## config.mk

```make
export PLATFORM = sky130hd
export DESIGN_NAME = ps2_host_tx
export DESIGN_NICKNAME = d
export VERILOG_FILES = /design/src/rtl/ps2_host_tx.sv
export SDC_FILE = /design/constraint.sdc
export NUM_CORES = 1
export LEC_CHECK = 0
export CAP_MARGIN = 10
export CORE_MARGIN = 2
export CORE_UTILIZATION = 47
export DETAILED_ROUTE_END_ITERATION = 7
export PLACE_DENSITY = 0.85
export SYNTH_ARGS = -nofsm -noshare
export SYNTH_HDL_FRONTEND = slang
export SYNTH_SLANG_ARGS = --single-unit
```

## constraint.sdc

```tcl
create_clock -name clk -period 5.75 [get_ports clk]
set_clock_uncertainty 0.1 [all_clocks]
set_input_delay 0.575 -clock clk [delete_from_list [all_inputs] [get_ports clk]]
set_output_delay 0.575 -clock clk [all_outputs]
set_load 0.1 [all_outputs]
```

## src/rtl/ps2_host_tx.sv

```systemverilog
// PS/2 host-to-device transmitter: sends one command byte to the keyboard.
// Drives the open-drain PS2_CLK/PS2_DAT pads through output enables and exposes
// a status register on the peripheral bus.
// Optional build macro: PS2_TX_TIMEOUT_EN adds a watchdog that aborts a frame
// the device never finishes clocking.
module ps2_host_tx #(
   parameter int unsigned INHIBIT_CYCLES = 5000,
   parameter int unsigned TIMEOUT_CYCLES = 1000000
) (
   input  logic        clk,
   input  logic        rst,
   input  logic        ena,
   input  logic        rw,
   input  logic [31:0] addr,
   input  logic [31:0] wdata,
   output logic [31:0] rdata,
   input  logic        ps2_clk_in,
   input  logic        ps2_dat_in,
   output logic        ps2_clk_oe,
   output logic        ps2_dat_oe,
   output logic        tx_active
);

   typedef enum logic [2:0] {
      StIdle,
      StInhibit,
      StReq,
      StShift,
      StAck,
      StWaitIdle
   } state_e;

   // One counter times the inhibit hold and, when enabled, the watchdog; the two
   // never run at the same time, so it is sized for the longer of them.
   localparam int unsigned CntMax =
      (INHIBIT_CYCLES > TIMEOUT_CYCLES) ? INHIBIT_CYCLES : TIMEOUT_CYCLES;
   localparam int unsigned CntW = (CntMax > 1) ? $clog2(CntMax) : 1;
   localparam logic [CntW-1:0] InhLast = CntW'(INHIBIT_CYCLES - 1);
`ifdef PS2_TX_TIMEOUT_EN
   localparam logic [CntW-1:0] ToLast = CntW'(TIMEOUT_CYCLES - 1);
`endif

   state_e          state_q;
   logic [CntW-1:0] cnt_q;
   logic [3:0]      idx_q;
   logic [7:0]      byte_q;
   logic            busy_q;
   logic            ack_ok_q;
   logic            error_q;
   logic            clk_oe_q;
   logic            dat_oe_q;
   logic [31:0]     rdata_q;

   logic clk_meta_q, clk_sync_q, clk_prev_q;
   logic dat_meta_q, dat_sync_q;

   logic       fall;
   logic       start_wr;
   logic [9:0] frame;
   logic       unused_bits;

   assign fall     = clk_prev_q & ~clk_sync_q;
   assign start_wr = ena && rw && (addr[2:0] == 3'd0);
   // Bit 9 is the stop bit, bit 8 odd parity, bits 7:0 data sent LSB first.
   assign frame    = {1'b1, ~^byte_q, byte_q};

   assign ps2_clk_oe = clk_oe_q;
   assign ps2_dat_oe = dat_oe_q;
   assign tx_active  = (state_q != StIdle);
   assign rdata      = rdata_q;

   assign unused_bits = ^{addr[31:3], wdata[31:8]};

   // Two-flop synchronizers for both pads plus a history flop for clock edges.
   always_ff @(posedge clk) begin
      if (rst) begin
         clk_meta_q <= 1'b1;
         clk_sync_q <= 1'b1;
         clk_prev_q <= 1'b1;
         dat_meta_q <= 1'b1;
         dat_sync_q <= 1'b1;
      end else begin
         clk_meta_q <= ps2_clk_in;
         clk_sync_q <= clk_meta_q;
         clk_prev_q <= clk_sync_q;
         dat_meta_q <= ps2_dat_in;
         dat_sync_q <= dat_meta_q;
      end
   end

   // Frame sequencer with registered pad enables and status bits.
   always_ff @(posedge clk) begin
      if (rst) begin
         state_q  <= StIdle;
         cnt_q    <= '0;
         idx_q    <= 4'd0;
         byte_q   <= 8'h00;
         busy_q   <= 1'b0;
         ack_ok_q <= 1'b0;
         error_q  <= 1'b0;
         clk_oe_q <= 1'b0;
         dat_oe_q <= 1'b0;
      end else begin
         unique case (state_q)
            StIdle: begin
               if (start_wr) begin
                  byte_q   <= wdata[7:0];
                  ack_ok_q <= 1'b0;
                  error_q  <= 1'b0;
                  busy_q   <= 1'b1;
                  clk_oe_q <= 1'b1;
                  dat_oe_q <= 1'b0;
                  cnt_q    <= '0;
                  state_q  <= StInhibit;
               end
            end
            StInhibit: begin
               // Release the clock and pull data low (start bit) together.
               if (cnt_q == InhLast) begin
                  clk_oe_q <= 1'b0;
                  dat_oe_q <= 1'b1;
                  cnt_q    <= '0;
                  state_q  <= StReq;
               end else begin
                  cnt_q <= cnt_q + CntW'(1);
               end
            end
            StReq: begin
               clk_oe_q <= 1'b0;
               dat_oe_q <= 1'b1;
               idx_q    <= 4'd0;
               state_q  <= StShift;
            end
            StShift: begin
               if (fall) begin
                  dat_oe_q <= ~frame[idx_q];
                  if (idx_q == 4'd9) begin
                     state_q <= StAck;
                  end else begin
                     idx_q <= idx_q + 4'd1;
                  end
               end
            end
            StAck: begin
               if (fall) begin
                  if (dat_sync_q) begin
                     error_q <= 1'b1;
                  end else begin
                     ack_ok_q <= 1'b1;
                  end
                  state_q <= StWaitIdle;
               end
            end
            StWaitIdle: begin
               if (clk_sync_q && dat_sync_q) begin
                  busy_q  <= 1'b0;
                  state_q <= StIdle;
               end
            end
            default: state_q <= StIdle;
         endcase
`ifdef PS2_TX_TIMEOUT_EN
         // Watchdog overrides whatever the sequencer did this cycle.
         if (state_q inside {StReq, StShift, StAck, StWaitIdle}) begin
            if (cnt_q == ToLast) begin
               clk_oe_q <= 1'b0;
               dat_oe_q <= 1'b0;
               error_q  <= 1'b1;
               ack_ok_q <= 1'b0;
               busy_q   <= 1'b0;
               state_q  <= StIdle;
            end else begin
               cnt_q <= cnt_q + CntW'(1);
            end
         end
`endif
      end
   end

   // Status register read; the bus sees zero on every non-read cycle.
   always_ff @(posedge clk) begin
      if (rst) begin
         rdata_q <= 32'h0;
      end else if (ena && !rw) begin
         rdata_q <= {16'h0, byte_q, 5'b0, error_q, ack_ok_q, busy_q};
      end else begin
         rdata_q <= 32'h0;
      end
   end

endmodule
```

Word level (Yosys, flattened, before mapping)

Cells that the tools add are included.

Output and inout bits: 35
Word-level logic and storage cells: 94
Register bits after elaboration: 77
Input port bits: 70

Reductions and logical operators: 25
Bitwise gates (word level): 4
$lt $le $gt $ge: 1
Equal/unequal tests: 16
Multiplexer cells: 30
$add $sub $neg: 2

Operator list:

| operator                                                   | number |
|---|---|
| 2-to-1 mux 20 bit                                          | 2 |
| case mux 20 bit (2 select lines)                           | 1 |
| adder 20 x 1 -> 20 bit, second input constant              | 1 |
| equality test 20 x 13 -> 1 bit, second input constant      | 1 |
| 2-to-1 mux 3 bit                                           | 6 |
| != test 2 bit, second input constant                       | 9 |
| case mux 3 bit (6 select lines)                            | 1 |
| AND reduction 4 bit                                        | 3 |
| 2-to-1 mux 1 bit                                           | 11 |
| AND reduction 3 bit                                        | 3 |
| 2-to-1 mux 4 bit                                           | 2 |
| case mux 4 bit (2 select lines)                            | 1 |
| nonzero test 2 bit                                         | 4 |
| XNOR reduction 8 bit                                       | 1 |
| equality test 3 x 2 -> 1 bit, second input constant        | 2 |
| equality test 3 bit, second input constant                 | 2 |
| logical NOT 3 bit                                          | 2 |
| case mux 1 bit (2 select lines)                            | 3 |
| AND reduction 6 bit                                        | 1 |
| nonzero test 3 bit                                         | 2 |
| less-than comparator 4 x 5 -> 1 bit, second input constant | 1 |
| adder 4 x 1 -> 4 bit, second input constant                | 1 |
| binary-select mux 1 bit (select 4 bit)                     | 1 |
| equality test 4 bit, second input constant                 | 1 |
| 10 further kinds                                           | 16 |

Logic depth before layout (Yosys ltp)

Gate-level depths: netlist (run 1).

Word-level depth: 6
Mapped depth: 7

Worst setup path after synthesis (run 1)

OpenSTA, ideal clock, no wires.

Kind: input to register
Start point: input port addr[1]
End point: register cnt_q[18]
Cell stages on the path: 5
Slack: 3.485 ns
Library setup time: 0.070 ns
Path buffers: 0
Arrival: 2.095 ns
Cells stage by stage: nor4b_1 > a21oi_1 > or4_1 > or3_1 > a21oi_1

Word-level cells in the longest chain between the ends: 4

RTL lines:

| element                              | line | text |
|---|---|---|
| from (decl)                          | 14   | `input logic [31:0] addr,` |
| logical NOT 3 bit                    | 63   | `assign start_wr = ena && rw && (addr[2:0] == 3'd0);` |
| logical AND 1 bit                    | 63   |  |
| != test 2 bit (no source line)       | -    |  |
| AND reduction 2 bit (no source line) | -    |  |
| to (signal assigned)                 | 125  | `cnt_q <= cnt_q + CntW'(1);` |
| to (decl)                            | 44   | `logic [CntW-1:0] cnt_q;` |

Every way passes these cells.
A chain may end at the register's enable or synchronous reset.

Worst setup path in the final report (run 1)

Start point: register state_q[0]
End point: output port tx_active

Word-level cells in the longest chain between the ends: 1

RTL lines:

| element                | line | text |
|---|---|---|
| from (decl)            | 43   | `state_e state_q;` |
| from (signal assigned) | 94   | `state_q <= StIdle;` |
| from (signal assigned) | 114  | `state_q <= StInhibit;` |
| from (signal assigned) | 123  | `state_q <= StReq;` |
| nonzero test 3 bit     | 69   | `assign tx_active = (state_q != StIdle);` |
| to (decl)              | 21   | `output logic tx_active` |

Every way passes these cells.

==> impl_metrics.yaml, run 1 <==
synth:
  synthAdderAreaFrac_pct: 1.38
  ys_async_sr_fraction_pct: 0
  synth_top_family_by_area: "simple AND/OR/NAND/NOR gates"
  synth_edf_count: 0
  muxShareOfSynthArea_pct: 2.75
  synth_compound_area_share_pct: 12.8
  ys_seq_area_share_pct: 41.1
  synthSimpleGateAreaFrac_pct: 26.9
  synth-main-ff-cell: "dfxtp_1"
  synthXorXnorAreaFrac_pct: 6.11
  yosys_warnings: 0
  synthCells: 315
  netlist_area_um2: 2730
  synth.avg_cell_area_um2: 8.65
  ys_types: 49
  ys_ff_latch: 56
final_layout:
  nets: 411
  antenna_cells: 0
  layoutNonFillerInstCount: 411
  fillers: 501
  area_growth_pct: 12.9
  fin_util_pct: 55.6
  drive_gt1_share_pct: 6.49
global_route:
  grt.total_usage_pct: 16.9
  grt_overflow: 0
  antenna_found_initial: 0
  grt_pass1_wl_mm: 8.80
  grt_max_degree: 37
  grt_pass1_vias: 2013
timing:
  finalSetupViolations: 0
  worst_pin_slew_ns: 0.973
  holdWs_ns: 0.327
  min_period_ns: 2.95
  setup_tns_ns: 0
  max_slew_margin_pct: 34.9
  hold_viol: 0
  rsz0062_at_grt: "no"
  fmax_ghz: 0.339
  drv_slew: 0
  fin_crit_sh_pct: 51.3
routing:
  num_vias: 2231
  final_antenna_net_count: 0
  wl_mm: 5.38
  dr.pass1.iters: 4
  via_per_inst: 5.43
  wl_per_cell_um: 13.1
  drc: 0
  drtIter0Drc: 91
pwr:
  fin_total_pwr_mw: 1.06
  swShare_pct: 42.3
  p_leak_nw: 1.09
  intPower_uw: 612
  ir_drop_mv: 0.364
  seqPwrFrac_pct: 41.9
  pwr-share-clk_pct: 20.2
  powerDensity_nw_per_um2: 344
  pwr-share-comb_pct: 37.9
  power.switching_uw: 448
cts:
  cts_buffers: 5
  hold_buffers: 0
  ctsRootBufferMaster: "clkbuf_8"
  clk_latency_ns: 0.31
  clock_path_buffers: 2
  htree_levels: 2
  cts_setup_buffers: 0
  cts_resized: 0
  cts_tree: "done"
  cts_num_sinks: 56
  clk_pin_slew_ns: 0.10
placed_design:
  dp_cells: 403
  place_congestion: 0.810
  post-dp-hpwl_mm: 3.90
  portBuffers: 30
worst_setup_path:
  critical_path_buf_inv_count: 1
  critPathSlowestCell: "clkdlybuf4s50_1"
  crit_type: "reg -> out"
  crit_fanout: 13
  endpoint_kind: "output pin"
  cp_cell_sequence: "or3_1 -> clkdlybuf4s50_1"
  critical_path_arrival_ns: 2.27
  start_kind: "flip-flop"
  crit_family: "buffers and inverters"
  critPathMaxStageDelay_ns: 1.14
  critPathRequiredTime_ns: 5.08
die:
  die_y_um: 80.1
  ios: 105
  floorplan.initialDensity_pct: 49.2
  die_w_um: 80.1
  coreArea_um2: 5540
  dieArea_um2: 6420
  std_cell_rows: 27
run_status:
  outcome: "finished clean"
worst_hold_path:
  worst_hold_path_type: "reg -> reg"
job:
  max-cap-violations: 0
## synthesized netlist by cell type (3+ instances only)
cell type / n / area share, %
nor2_1: 25 / 3.4
and3_1: 6 / 1.4
clkbuf_1: 12 / 1.7
or2_2: 7 / 1.6
inv_1: 6 / 0.83
nand4_1: 4 / 0.92
nand2_1: 33 / 4.5
a21oi_1: 18 / 3.3
nand3_1: 11 / 2.0
a31oi_1: 5 / 1.1
mux2i_1: 3 / 1.1
o21ai_0: 5 / 0.92
and2_1: 14 / 3.2
nor3_1: 4 / 0.73
ha_1: 3 / 1.4
nand2b_1: 4 / 0.92
nor4_1: 10 / 2.3
nor2b_1: 3 / 0.69
xnor2_1: 16 / 5.1
dfxtp_1: 56 / 41
a21o_1: 4 / 1.1
xor2_1: 3 / 0.96
buf_4: 21 / 5.8
nor4b_1: 3 / 0.96
or3_1: 3 / 0.69
a311oi_1: 7 / 2.2
## cell type report
class	count	area, um2	area share [%]
repair buffers	32	315	10.2
clock inverters	2	16.3	0.528
multi-input cells	237	1440	46.8
inverters	6	22.5	0.732
well taps	72	90.1	2.93
flip-flops and latches	56	1120	36.4
clock buffers	6	72.6	2.36
## through the flow
step,setup WS [ns],area [um2]
CTS,2.82,3080
floorplan,3.49,2800
detailed placement,2.65,2990
global placement,2.82,2990
global route,2.73,3080
finish,2.80,3080
## power groups by stage
stage	sequential, mW	clock (mW)	combinational, mW
detailed placement	0.452	0	0.399
CTS	0.443	0.220	0.400
global route	0.448	0.233	0.430
floorplan	0.463	0	0.323
global placement	0.450	0	0.387
finish	0.444	0.214	0.402
## metal layers
| metal | part of all wire (%) | global-route usage, % |
|---|---|---|
| met4 | 1.8 | 6.61 |
| met3 | 6.0 | 3.48 |
| met2 | 50 | 29.7 |
| met1 | 42 | 20.1 |
| met5 | 0 | 0 |
## final timing paths
path,startpoint,endpoint,slack [ns],cells past startpoint
worst max-delay path,state_q[0],tx_active,2.80,2
worst min register to register,dat_meta_q,dat_sync_q,0.33,1
worst min-delay path,dat_meta_q,dat_sync_q,0.33,1
worst max register to register,cnt_q[0],cnt_q[18],3.30,6
## cell families after synthesis
logic type | after synthesis
simple gates | 138
flops | 56
compound gates | 51
buf+inv | 42
xor+xnor | 19
mux | 5
fa+ha+maj | 3
other cells | 1
## layout by cell type (no fill, tap or decap), drive strengths merged, types with 3 or more instances in the layout
| cell | instances |
|---|---|
| a21o | 4 |
| a21oi | 18 |
| a311oi | 7 |
| a31oi | 5 |
| and2 | 14 |
| and3 | 6 |
| clkbuf | 6 |
| clkdlybuf4s50 | 30 |
| conb | 21 |
| dfxtp | 56 |
| ha | 3 |
| inv | 6 |
| mux2i | 3 |
| nand2 | 33 |
| nand2b | 4 |
| nand3 | 11 |
| nand4 | 4 |
| nor2 | 25 |
| nor2b | 3 |
| nor3 | 4 |
| nor4 | 10 |
| nor4b | 3 |
| o21ai | 5 |
| or2 | 7 |
| or3 | 4 |
| xnor2 | 16 |
| xor2 | 3 |
## registers in the layout, summed over array words and instances (netlist names)
name        cells
idx_q           4
error_q         1
clk_meta_q      1
clk_prev_q      1
dat_meta_q      1
state_q         3
rdata          11
ack_ok_q        1
ps2_clk_oe      1
busy_q          1
cnt_q          20
dat_sync_q      1
clk_sync_q      1
ps2_dat_oe      1
byte_q          8
## worst register-to-register path, stage by stage, from the launching register on
cell,delay [ns]
dfxtp_1,0.38
ha_1,0.23
and3_1,0.27
nand4_1,0.31
or4_1,0.64
or3_1,0.33
a21oi_1,0.13
(Power assumes the default switching activity.)
==> inputs of run 2 (changes only) <==
- CORE_UTILIZATION: 47 -> 44
- PLACE_DENSITY: 0.85 -> 0.8
- clock period: 5.75 -> 3 ns (I/O delays scaled with it)
==> run 2 against run 1 <==
- setup slack got worse by 2.3 ns
- total power increased by 100%
- sequential share of layout area down 0.074 points
- critical path depth rose by 4
- combinational power is 92% higher
- critical endpoint is now cnt_q[18]
- largest power group unchanged
- highest routed layer unchanged
==> impl_metrics.yaml, run 2 (synthesis results as in run 1) <==
run_status:
  outcome: "finished clean"
die:
  std_cell_rows: 28
  die_y_um: 82.7
  floorplan.initialDensity_pct: 45.8
  die_w_um: 82.7
  ios: 105
  coreArea_um2: 5960
  dieArea_um2: 6840
worst_hold_path:
  min_to: "clk_sync_q"
  worst_hold_path_type: "reg -> reg"
  min-delay-start: "clk_meta_q"
  holdPathStages: 1
cts:
  cts_resized: 0
  clock_path_buffers: 2
  clk_pin_slew_ns: 0.10
  cts_tree: "done"
  cts_setup_buffers: 0
  hold_buffers: 0
  ctsRootBufferMaster: "clkbuf_8"
  clk_latency_ns: 0.31
  cts_num_sinks: 56
  htree_levels: 2
  cts_buffers: 5
timing:
  max_slew_margin_pct: 34.5
  rsz0062_at_grt: "no"
  finalSetupViolations: 0
  fin_crit_sh_pct: 82.6
  min_period_ns: 2.48
  worst_pin_slew_ns: 0.981
  hold_viol: 0
  drv_slew: 0
  fmax_ghz: 0.403
  setup_tns_ns: 0
routing:
  via_per_inst: 5.36
  drtIter0Drc: 77
  drc: 0
  num_vias: 2229
  wl_mm: 5.26
  dr.pass1.iters: 4
  wl_per_cell_um: 12.6
  final_antenna_net_count: 0
global_route:
  grt_max_degree: 26
  grt_pass1_vias: 1992
  grt_pass1_wl_mm: 8.47
  grt_overflow: 0
  antenna_found_initial: 0
  grt.total_usage_pct: 15.9
placed_design:
  post-dp-hpwl_mm: 3.82
  dp_cells: 408
  place_congestion: 0.832
  portBuffers: 30
final_layout:
  antenna_cells: 0
  largest_reg_flops: 20
  layout_commonest_cell: "dfxtp_1"
  nets: 413
  layoutNonFillerInstCount: 416
  layout_common_cells: "dfxtp_1 (56), nand2_1 (33), nor2_1 (25)"
  fillers: 550
  drive_gt1_share_pct: 11.1
  regMostFlops: "cnt_q"
  area_growth_pct: 13.2
worst_setup_path:
  worstReg2RegEnd: "cnt_q[18]"
  reg2reg_depth: 6
  critPathRequiredTime_ns: 3.15
  crit_fanout: 7
  rrSetupSlack_ns: 0.52
  start_kind: "flip-flop"
  crit_type: "reg -> reg"
  critical_path_arrival_ns: 2.63
  endpoint_kind: "flip-flop"
  r2r_start: "cnt_q[0]"
pwr:
  powerDensity_nw_per_um2: 688
  p_leak_nw: 1.14
  ir_drop_mv: 0.458
job:
  max-cap-violations: 0
## run 2: cell count changes in the layout (fill, tap and decap cells not counted)
cell,previous run,this run
clkinvlp_4,1,0
clkdlybuf4s50_1,30,16
inv_6,0,1
clkinv_4,1,0
bufinv_16,0,1
buf_4,2,18
## run 2: how the worst max path moves through the flow
stage          depth (start not counted)      from  slack [ns]        end
2_1_floorplan                          6  cnt_q[0]        0.88  cnt_q[18]
3_3_place_gp                           6       ena        0.42  cnt_q[18]
3_5_place_dp                           6   addr[1]        0.36  cnt_q[18]
4_1_cts                                6  cnt_q[0]        0.54  cnt_q[18]
5_1_grt                                6  cnt_q[0]        0.31  cnt_q[18]
6_report                               6  cnt_q[0]        0.52  cnt_q[18]
## run 2: worst max-delay path, cell delays in order (launching register included)
cell	delay [ns]
dfxtp_1	0.38
ha_1	0.23
and3_1	0.29
nand4_1	0.31
or4_1	0.64
or3_1	0.34
a21oi_1	0.14
## run 2: through the flow
step	power (mW)	utilization, %	cell area, um2	worst slack [ns]	hold slack (ns)
after detailed placement	1.63	49.9	2970	0.360	0.294
after global routing	2.22	51.8	3080	0.311	0.328
final	2.12	51.8	3080	0.521	0.318
after CTS	2.13	51.8	3080	0.537	0.318
after floorplan	1.50	-	2800	0.878	0.289
after global placement	1.61	49.9	2970	0.425	0.292
## run 2: where the power goes
group          switching, mW  total [mW]  leakage, nW  internal (mW)
logic                  0.550       0.773        0.635          0.223
clock network          0.249       0.501       0.0558          0.253
registers             0.0623       0.847        0.453          0.785
total                  0.861        2.12         1.14           1.26
## run 2: final cells by class
| class | instances | area (um2) | area share, % |
|---|---|---|---|
| inverters | 6 | 22.5 | 0.730 |
| clock buffers | 6 | 72.6 | 2.35 |
| flip-flops and latches | 56 | 1120 | 36.3 |
| clock inverters | 2 | 38.8 | 1.26 |
| multi-input cells | 237 | 1440 | 46.7 |
| repair buffers | 34 | 295 | 9.57 |
| well taps | 75 | 93.8 | 3.04 |
## run 2: per-layer routing
layer	track usage, %	up-vias	share of wire [%]
met5	0	-	0
met4	6.39	0	1.4
met3	2.93	8	5.1
met2	28.7	57	50
met1	18.4	1045	44
li1	-	1119	-
